### src/rtl/letter_pool_if.sv
// Bundle between letter_pool and its neighbours: generator, keyboard decoder, renderer read port and status.
// slave = the pool itself, master = the surrounding environment.
interface letter_pool_if;
    logic       frame_tick;
    logic [7:0] gen_ch;
    logic [2:0] gen_speed;
    logic [8:0] gen_x;
    logic [9:0] gen_y;
    logic       key_valid;
    logic [7:0] key_ch;
    logic [3:0] rd_idx;
    logic       rd_active;
    logic [7:0] rd_ch;
    logic [8:0] rd_x;
    logic [9:0] rd_y;
    logic       hit;
    logic       wrong;
    logic       miss;
    logic [15:0] score;
    logic [7:0] miss_cnt;
    logic       game_over;

    modport slave (
        input  frame_tick, gen_ch, gen_speed, gen_x, gen_y, key_valid, key_ch, rd_idx,
        output rd_active, rd_ch, rd_x, rd_y, hit, wrong, miss, score, miss_cnt, game_over
    );

    modport master (
        output frame_tick, gen_ch, gen_speed, gen_x, gen_y, key_valid, key_ch, rd_idx,
        input  rd_active, rd_ch, rd_x, rd_y, hit, wrong, miss, score, miss_cnt, game_over
    );
endinterface

### src/rtl/letter_pool.sv
// Falling-letter pool: spawns, moves, retires letters on hit/miss; all updates and pulses 1 cycle after the input, no backpressure.
// Optional end-of-game freeze enabled with `define GAME_OVER_EN.
module letter_pool #(
    parameter int NSLOT        = 8,
    parameter int SPAWN_PERIOD = 60,
    parameter int FLOOR_X      = 464,
    parameter int MAX_MISS     = 10
) (
    input  logic clk,
    input  logic rst_n,
    letter_pool_if.slave bus
);
    localparam int CW = (SPAWN_PERIOD > 1) ? $clog2(SPAWN_PERIOD) : 1;
    localparam int IW = $clog2(NSLOT);
    localparam int MW = $clog2(NSLOT + 1);

    logic [NSLOT-1:0] active_q, active_d;
    logic [7:0]       ch_q    [NSLOT];
    logic [7:0]       ch_d    [NSLOT];
    logic [2:0]       speed_q [NSLOT];
    logic [2:0]       speed_d [NSLOT];
    logic [8:0]       x_q     [NSLOT];
    logic [8:0]       x_d     [NSLOT];
    logic [9:0]       y_q     [NSLOT];
    logic [9:0]       y_d     [NSLOT];

    logic [CW-1:0] cnt_q, cnt_d;
    logic [15:0]   score_q, score_d;
    logic [7:0]    miss_cnt_q, miss_cnt_d;
    logic          hit_q, hit_d;
    logic          wrong_q, wrong_d;
    logic          miss_q, miss_d;
    logic          game_over_w;

    logic          run;
    logic          spawn;
    logic          match_found;
    logic [IW-1:0] match_idx;
    logic          free_found;
    logic [IW-1:0] free_idx;
    logic [MW-1:0] n_retired;
    logic [9:0]    x_next;
    logic [8:0]    miss_sum;

    assign run   = ~game_over_w;
    assign spawn = run && bus.frame_tick && (cnt_q == CW'(SPAWN_PERIOD - 1));

    // Both searches look only at start-of-cycle state, so a freshly spawned
    // letter can't be hit and a freshly freed slot can't be reused this cycle.
    always_comb begin
        match_found = 1'b0;
        match_idx   = '0;
        free_found  = 1'b0;
        free_idx    = '0;
        for (int i = NSLOT - 1; i >= 0; i--) begin
            if (active_q[i] && (ch_q[i] == bus.key_ch)) begin
                match_found = 1'b1;
                match_idx   = IW'(i);
            end
            if (!active_q[i]) begin
                free_found = 1'b1;
                free_idx   = IW'(i);
            end
        end
    end

    always_comb begin
        active_d  = active_q;
        ch_d      = ch_q;
        speed_d   = speed_q;
        x_d       = x_q;
        y_d       = y_q;
        n_retired = '0;
        x_next    = '0;
        for (int i = 0; i < NSLOT; i++) begin
            x_next = {1'b0, x_q[i]} + {7'b0, speed_q[i]};
            // A key hit takes priority over reaching the floor on the same slot.
            if (run && bus.key_valid && match_found && (match_idx == IW'(i))) begin
                active_d[i] = 1'b0;
            end else if (run && bus.frame_tick && active_q[i]) begin
                if (x_next >= 10'(FLOOR_X)) begin
                    active_d[i] = 1'b0;
                    n_retired   = n_retired + MW'(1);
                end else begin
                    x_d[i] = x_next[8:0];
                end
            end
            if (spawn && free_found && (free_idx == IW'(i))) begin
                active_d[i] = 1'b1;
                ch_d[i]     = bus.gen_ch;
                speed_d[i]  = bus.gen_speed;
                x_d[i]      = bus.gen_x;
                y_d[i]      = bus.gen_y;
            end
        end
    end

    always_comb begin
        cnt_d   = cnt_q;
        hit_d   = 1'b0;
        wrong_d = 1'b0;
        miss_d  = 1'b0;
        score_d = score_q;
        if (run && bus.frame_tick) begin
            cnt_d = spawn ? '0 : cnt_q + CW'(1);
        end
        if (run && bus.key_valid) begin
            hit_d   = match_found;
            wrong_d = ~match_found;
            if (match_found && (score_q != 16'hFFFF)) begin
                score_d = score_q + 16'd1;
            end
        end
        miss_d     = (n_retired != '0);
        miss_sum   = {1'b0, miss_cnt_q} + 9'(n_retired);
        miss_cnt_d = miss_sum[8] ? 8'hFF : miss_sum[7:0];
    end

    always_ff @(posedge clk or negedge rst_n) begin
        if (!rst_n) begin
            active_q   <= '0;
            cnt_q      <= '0;
            score_q    <= '0;
            miss_cnt_q <= '0;
            hit_q      <= 1'b0;
            wrong_q    <= 1'b0;
            miss_q     <= 1'b0;
            for (int i = 0; i < NSLOT; i++) begin
                ch_q[i]    <= '0;
                speed_q[i] <= '0;
                x_q[i]     <= '0;
                y_q[i]     <= '0;
            end
        end else begin
            active_q   <= active_d;
            cnt_q      <= cnt_d;
            score_q    <= score_d;
            miss_cnt_q <= miss_cnt_d;
            hit_q      <= hit_d;
            wrong_q    <= wrong_d;
            miss_q     <= miss_d;
            for (int i = 0; i < NSLOT; i++) begin
                ch_q[i]    <= ch_d[i];
                speed_q[i] <= speed_d[i];
                x_q[i]     <= x_d[i];
                y_q[i]     <= y_d[i];
            end
        end
    end

`ifdef GAME_OVER_EN
    logic game_over_q;

    always_ff @(posedge clk or negedge rst_n) begin
        if (!rst_n) begin
            game_over_q <= 1'b0;
        end else begin
            game_over_q <= game_over_q | (miss_cnt_d >= 8'(MAX_MISS));
        end
    end

    assign game_over_w = game_over_q;
`else
    assign game_over_w = 1'b0;
`endif

    // Indices past NSLOT fall through to the all-zero defaults.
    always_comb begin
        bus.rd_active = 1'b0;
        bus.rd_ch     = '0;
        bus.rd_x      = '0;
        bus.rd_y      = '0;
        for (int i = 0; i < NSLOT; i++) begin
            if (bus.rd_idx == 4'(i)) begin
                bus.rd_active = active_q[i];
                bus.rd_ch     = ch_q[i];
                bus.rd_x      = x_q[i];
                bus.rd_y      = y_q[i];
            end
        end
    end

    assign bus.hit       = hit_q;
    assign bus.wrong     = wrong_q;
    assign bus.miss      = miss_q;
    assign bus.score     = score_q;
    assign bus.miss_cnt  = miss_cnt_q;
    assign bus.game_over = game_over_w;
endmodule

### src/flat_wrapper.sv
// flat-port wrapper written by rule: the top's interface ports become plain ports
module letter_pool_flat 
#(
    parameter int NSLOT        = 8,
    parameter int SPAWN_PERIOD = 60,
    parameter int FLOOR_X      = 464,
    parameter int MAX_MISS     = 10
)
  (clk, rst_n, bus_frame_tick, bus_gen_ch, bus_gen_speed, bus_gen_x, bus_gen_y, bus_key_valid, bus_key_ch, bus_rd_idx, bus_rd_active, bus_rd_ch, bus_rd_x, bus_rd_y, bus_hit, bus_wrong, bus_miss, bus_score, bus_miss_cnt, bus_game_over);
  letter_pool_if bus_i ();
  input  logic clk;
  input  logic rst_n;
  input wire logic [$bits(bus_i.frame_tick)-1:0] bus_frame_tick;
  input wire logic [$bits(bus_i.gen_ch)-1:0] bus_gen_ch;
  input wire logic [$bits(bus_i.gen_speed)-1:0] bus_gen_speed;
  input wire logic [$bits(bus_i.gen_x)-1:0] bus_gen_x;
  input wire logic [$bits(bus_i.gen_y)-1:0] bus_gen_y;
  input wire logic [$bits(bus_i.key_valid)-1:0] bus_key_valid;
  input wire logic [$bits(bus_i.key_ch)-1:0] bus_key_ch;
  input wire logic [$bits(bus_i.rd_idx)-1:0] bus_rd_idx;
  output wire logic [$bits(bus_i.rd_active)-1:0] bus_rd_active;
  output wire logic [$bits(bus_i.rd_ch)-1:0] bus_rd_ch;
  output wire logic [$bits(bus_i.rd_x)-1:0] bus_rd_x;
  output wire logic [$bits(bus_i.rd_y)-1:0] bus_rd_y;
  output wire logic [$bits(bus_i.hit)-1:0] bus_hit;
  output wire logic [$bits(bus_i.wrong)-1:0] bus_wrong;
  output wire logic [$bits(bus_i.miss)-1:0] bus_miss;
  output wire logic [$bits(bus_i.score)-1:0] bus_score;
  output wire logic [$bits(bus_i.miss_cnt)-1:0] bus_miss_cnt;
  output wire logic [$bits(bus_i.game_over)-1:0] bus_game_over;
  assign bus_i.frame_tick = bus_frame_tick;
  assign bus_i.gen_ch = bus_gen_ch;
  assign bus_i.gen_speed = bus_gen_speed;
  assign bus_i.gen_x = bus_gen_x;
  assign bus_i.gen_y = bus_gen_y;
  assign bus_i.key_valid = bus_key_valid;
  assign bus_i.key_ch = bus_key_ch;
  assign bus_i.rd_idx = bus_rd_idx;
  assign bus_rd_active = bus_i.rd_active;
  assign bus_rd_ch = bus_i.rd_ch;
  assign bus_rd_x = bus_i.rd_x;
  assign bus_rd_y = bus_i.rd_y;
  assign bus_hit = bus_i.hit;
  assign bus_wrong = bus_i.wrong;
  assign bus_miss = bus_i.miss;
  assign bus_score = bus_i.score;
  assign bus_miss_cnt = bus_i.miss_cnt;
  assign bus_game_over = bus_i.game_over;
  letter_pool #(.NSLOT(NSLOT), .SPAWN_PERIOD(SPAWN_PERIOD), .FLOOR_X(FLOOR_X), .MAX_MISS(MAX_MISS)) u_core (.clk(clk), .rst_n(rst_n), .bus(bus_i));
endmodule
### config.mk
export PLATFORM = sky130hd
export DESIGN_NAME = letter_pool_flat
export DESIGN_NICKNAME = d
export VERILOG_FILES = /design/src/rtl/letter_pool_if.sv /design/src/rtl/letter_pool.sv /design/src/flat_wrapper.sv
export SDC_FILE = /design/constraint.sdc
export NUM_CORES = 1
export LEC_CHECK = 0
export CAP_MARGIN = 10
export CORE_UTILIZATION = 45
export CTS_CLUSTER_SIZE = 24
export DETAILED_ROUTE_END_ITERATION = 7
export SYNTH_ARGS = -nofsm -noshare
export SYNTH_HDL_FRONTEND = slang
export SYNTH_SLANG_ARGS = --single-unit
### constraint.sdc
create_clock -name clk -period 15.4 [get_ports clk]
set_input_delay 3.85 -clock clk [delete_from_list [all_inputs] [get_ports clk]]
set_output_delay 3.85 -clock clk [all_outputs]
set_load 0.01 [all_outputs]
==> results.json <==
{
  "status": "finished clean",
  "synth_area_per_cell_um2": 9.335,
  "final_cells": 2283,
  "fmax_mhz": 91.26,
  "die_w_um": 191.8,
  "detail_route.iter0.violations": 1303,
  "rsz0062_at_grt": "no",
  "yosys_warnings": 0,
  "clkSlewWorstSetupHoldPaths_ns": 0.06,
  "synth_edf_count": 0,
  "synthArstFlopShare_pct": 100.0,
  "clk-insertion-delay-late_ns": 0.54,
  "cts_buffer_depth": 3,
  "fp.coreArea_um2": 35480,
  "grt_pass1_vias": 13369,
  "fin_util_pct": 52.74,
  "fin_crit_sh_pct": 71.16,
  "met3_usage_pct": 4.422,
  "wl_per_cell_um": 21.52,
  "worstSetupEndpointType": "flop",
  "finalHoldViolCount": 0,
  "dr_total_vias": 13445,
  "drcViolationCount": 0,
  "internal-power_uw": 1339,
  "grt_pass1_wl_mm": 77.27,
  "peakVddDrop_v": 0.00009533,
  "fin_setup_tns_ns": 0,
  "row_count": 69,
  "die_h_um": 191.8,
  "nFillCells": 3200,
  "cp_max_fo": 8,
  "netlist_instances": 1736,
  "slew_headroom_pct": 25.86,
  "grt-busiest-layer": "met2",
  "drt_first_pass_iters": 6,
  "power.leakage_uw": 0.008437,
  "area_growth_pct": 15.47,
  "hold_path.class": "reg -> reg",
  "post_cts_buffers": 0,
  "io-pin-count": 102,
  "grt_overflow": 0,
  "multi_input_area_um2": 8589,
  "viasPerCell": 5.889,
  "dp_cells": 2225,
  "htree_levels": 2,
  "port-buffer-count": 100,
  "max_cap_viol_count": 0,
  "seqPwrFrac_pct": 44.8,
  "slowest_delay_ns": 0.75,
  "setup_viol": 0,
  "tightest_slew_ns": 1.112,
  "crit_path_frequent_cell": "ha_1",
  "final_cell_mix": "nand2_1 (341), dfrtp_1 (281), mux2_2 (106)",
  "startpoint_type": "input pin",
  "wl_mm": 49.13,
  "combPwrFrac_pct": 12.1,
  "final_max_slew_viol_count": 0,
  "p_per_area_nw_per_um2": 98.45,
  "clkPwrFrac_pct": 43.2,
  "ys_seq_area_share_pct": 43.39,
  "arrival_ns": 11.40,
  "cts_resized": 0,
  "crit_type": "in -> reg",
  "required_ns": 15.84,
  "netlist_area_um2": 16210,
  "layout.cells.most_common": "nand2_1",
  "grt_start_max_net_pins": 92,
  "cts_tree": "yes",
  "period_minus_slack_ns": 10.96,
  "p_switching_uw": 503.7,
  "grt.met1_usage_pct": 38.74,
  "antenna_left": 0,
  "antenna_found_initial": 0,
  "gp_congestion": 0.9345,
  "switching_share_pct": 27.34,
  "nNetsFinal": 1894,
  "synthFlopType": "dfrtp_1",
  "dp.final_hpwl_mm": 32.88,
  "n_antenna_cell": 0,
  "slowest_stage": "clkdlybuf4s50_1",
  "synth_cell_types": 79,
  "synth_nets": 1829,
  "postCtsHoldBufs": 0,
  "track_usage_pct": 27.61,
  "ys_ff_latch": 281,
  "die_area_um2": 36780,
  "cts_buffers": 35,
  "regArea_um2": 7032,
  "initial_core_util_pct": 45.67,
  "skew_ns": 0.02133,
  "cts_sinks": 281,
  "cts_root_buf": "clkbuf_16",
  "gr-usage-met2_pct": 42.34,
  "drive_gt1_share_pct": 11.25
}
## worst paths after layout
kind / endpoint / slack, ns / cells past startpoint / from
worst max-delay path: u_core.bus.miss_cnt[5]$_DFF_PN0_ / 4.44 / 33 / bus_key_ch[7]
worst min-delay path: u_core.y_q[62]$_DFFE_PN0P_ / 0.48 / 2 / u_core.y_q[62]$_DFFE_PN0P_
worst max register to register: u_core.bus.miss_cnt[5]$_DFF_PN0_ / 6.84 / 36 / u_core.x_q[63]$_DFFE_PN0P_
worst min register to register: u_core.y_q[62]$_DFFE_PN0P_ / 0.48 / 2 / u_core.y_q[62]$_DFFE_PN0P_
max in group asynchronous: u_core.ch_q[59]$_DFFE_PN0P_ / 10.14 / 3 / rst_n
min in group asynchronous: u_core.x_q[21]$_DFFE_PN0P_ / 3.33 / 1 / rst_n
## sequential cells by signal (all words and copies together) (netlist names)
| register | cells |
|---|---|
| u_core.bus.miss_cnt | 8 |
| u_core.bus.score | 16 |
| u_core.bus.miss | 1 |
| u_core.speed_q | 24 |
| u_core.bus.hit | 1 |
| u_core.y_q | 80 |
| u_core.x_q | 72 |
| u_core.cnt_q | 6 |
| u_core.active_q | 8 |
| u_core.ch_q | 64 |
| u_core.bus.wrong | 1 |
## critical path, delay by kind of cell
family,cells,cell delay [ns]
muxes,1,0.17
AOI/OAI and AO/OA,10,2.07
and+or+nand+nor,6,1.48
adders and majority gates,8,2.43
xor gates and xnor gates,1,0.18
buffers and inverters,7,1.21
## cell type report
cell class / instances / area share, %
Clock buffer: 52 / 5.403
Clock inverter: 6 / 0.3945
Inverter: 69 / 1.384
Multi-Input combinational cell: 1292 / 45.90
Sequential cell: 281 / 37.58
Tap cell: 461 / 3.082
Timing Repair Buffer: 122 / 6.258
## Yosys cell counts, drive strengths merged, types with 4 or more instances
| cell type | instances | area share [%] |
|---|---|---|
| nand2 | 341 | 7.9 |
| dfrtp | 281 | 43 |
| mux2 | 106 | 7.4 |
| o21ai | 104 | 3.2 |
| xnor2 | 89 | 4.8 |
| nor2 | 84 | 1.9 |
| clkbuf | 76 | 1.8 |
| a22oi | 75 | 3.5 |
| inv | 69 | 1.6 |
| nand3 | 57 | 1.8 |
| xor2 | 42 | 2.3 |
| ha | 38 | 2.9 |
| nand4 | 37 | 1.4 |
| a21oi | 36 | 1.1 |
| nor3 | 29 | 1.0 |
| a31oi | 18 | 0.69 |
| buf | 18 | 0.79 |
| nor2b | 16 | 0.62 |
| and3 | 15 | 0.58 |
| a21o | 14 | 0.65 |
| a211oi | 13 | 0.60 |
| a221o | 13 | 0.80 |
| o22ai | 13 | 0.50 |
| nand2b | 11 | 0.42 |
| fa | 9 | 1.1 |
| nor4 | 9 | 0.53 |
| o31a | 8 | 0.43 |
| or3 | 8 | 0.31 |
| and2 | 7 | 0.27 |
| o2111ai | 7 | 0.38 |
| o21a | 7 | 0.32 |
| a222oi | 6 | 0.37 |
| nor3b | 6 | 0.28 |
| or2 | 6 | 0.23 |
| o211ai | 5 | 0.26 |
| o31ai | 5 | 0.23 |
| a2111oi | 4 | 0.38 |
| a21boi | 4 | 0.19 |
| a32o | 4 | 0.25 |
| mux2i | 4 | 0.25 |
| nor4b | 4 | 0.22 |
## through the flow
step	hold slack, ns	area (um2)	total power (uW)	worst slack, ns
after CTS	0.4791	18710	1857	4.502
after detailed placement	0.4653	17630	1059	3.961
after global placement	0.4580	17630	1053	4.183
final	0.4778	18710	1842	4.442
after floorplan	0.4461	16210	956.2	5.284
after global routing	0.4926	18710	1923	3.739
## logic make-up after synthesis
kind of cell / Yosys count / share of synthesized area [%]
other: 1 / 0.02314
AND/OR/NAND/NOR: 643 / 18.17
flip-flops: 281 / 43.39
buffers and inverters: 163 / 4.146
adder cells (fa/ha/maj): 47 / 4.046
XOR/XNOR: 134 / 7.551
AO/OA/AOI/OAI: 357 / 15.06
multiplexers: 110 / 7.613
## metal layers
metal  wire length, um  vias up  part of all wire, %
li1                  -     6239                    -
met1             22360     6618                   46
met2             21830      490                   44
met3              3200       98                  6.5
met4              1743        0                  3.5
met5                 0        -                    0
## power by group through the flow
stage	Clock, uW	Combinational [uW]	Sequential, uW
6_report	795	223	825
5_1_grt	843	249	831
4_1_cts	810	224	823
3_5_place_dp	0	224	835
3_3_place_gp	0	218	835
2_1_floorplan	0	138	818
(Power assumes the default switching activity.)
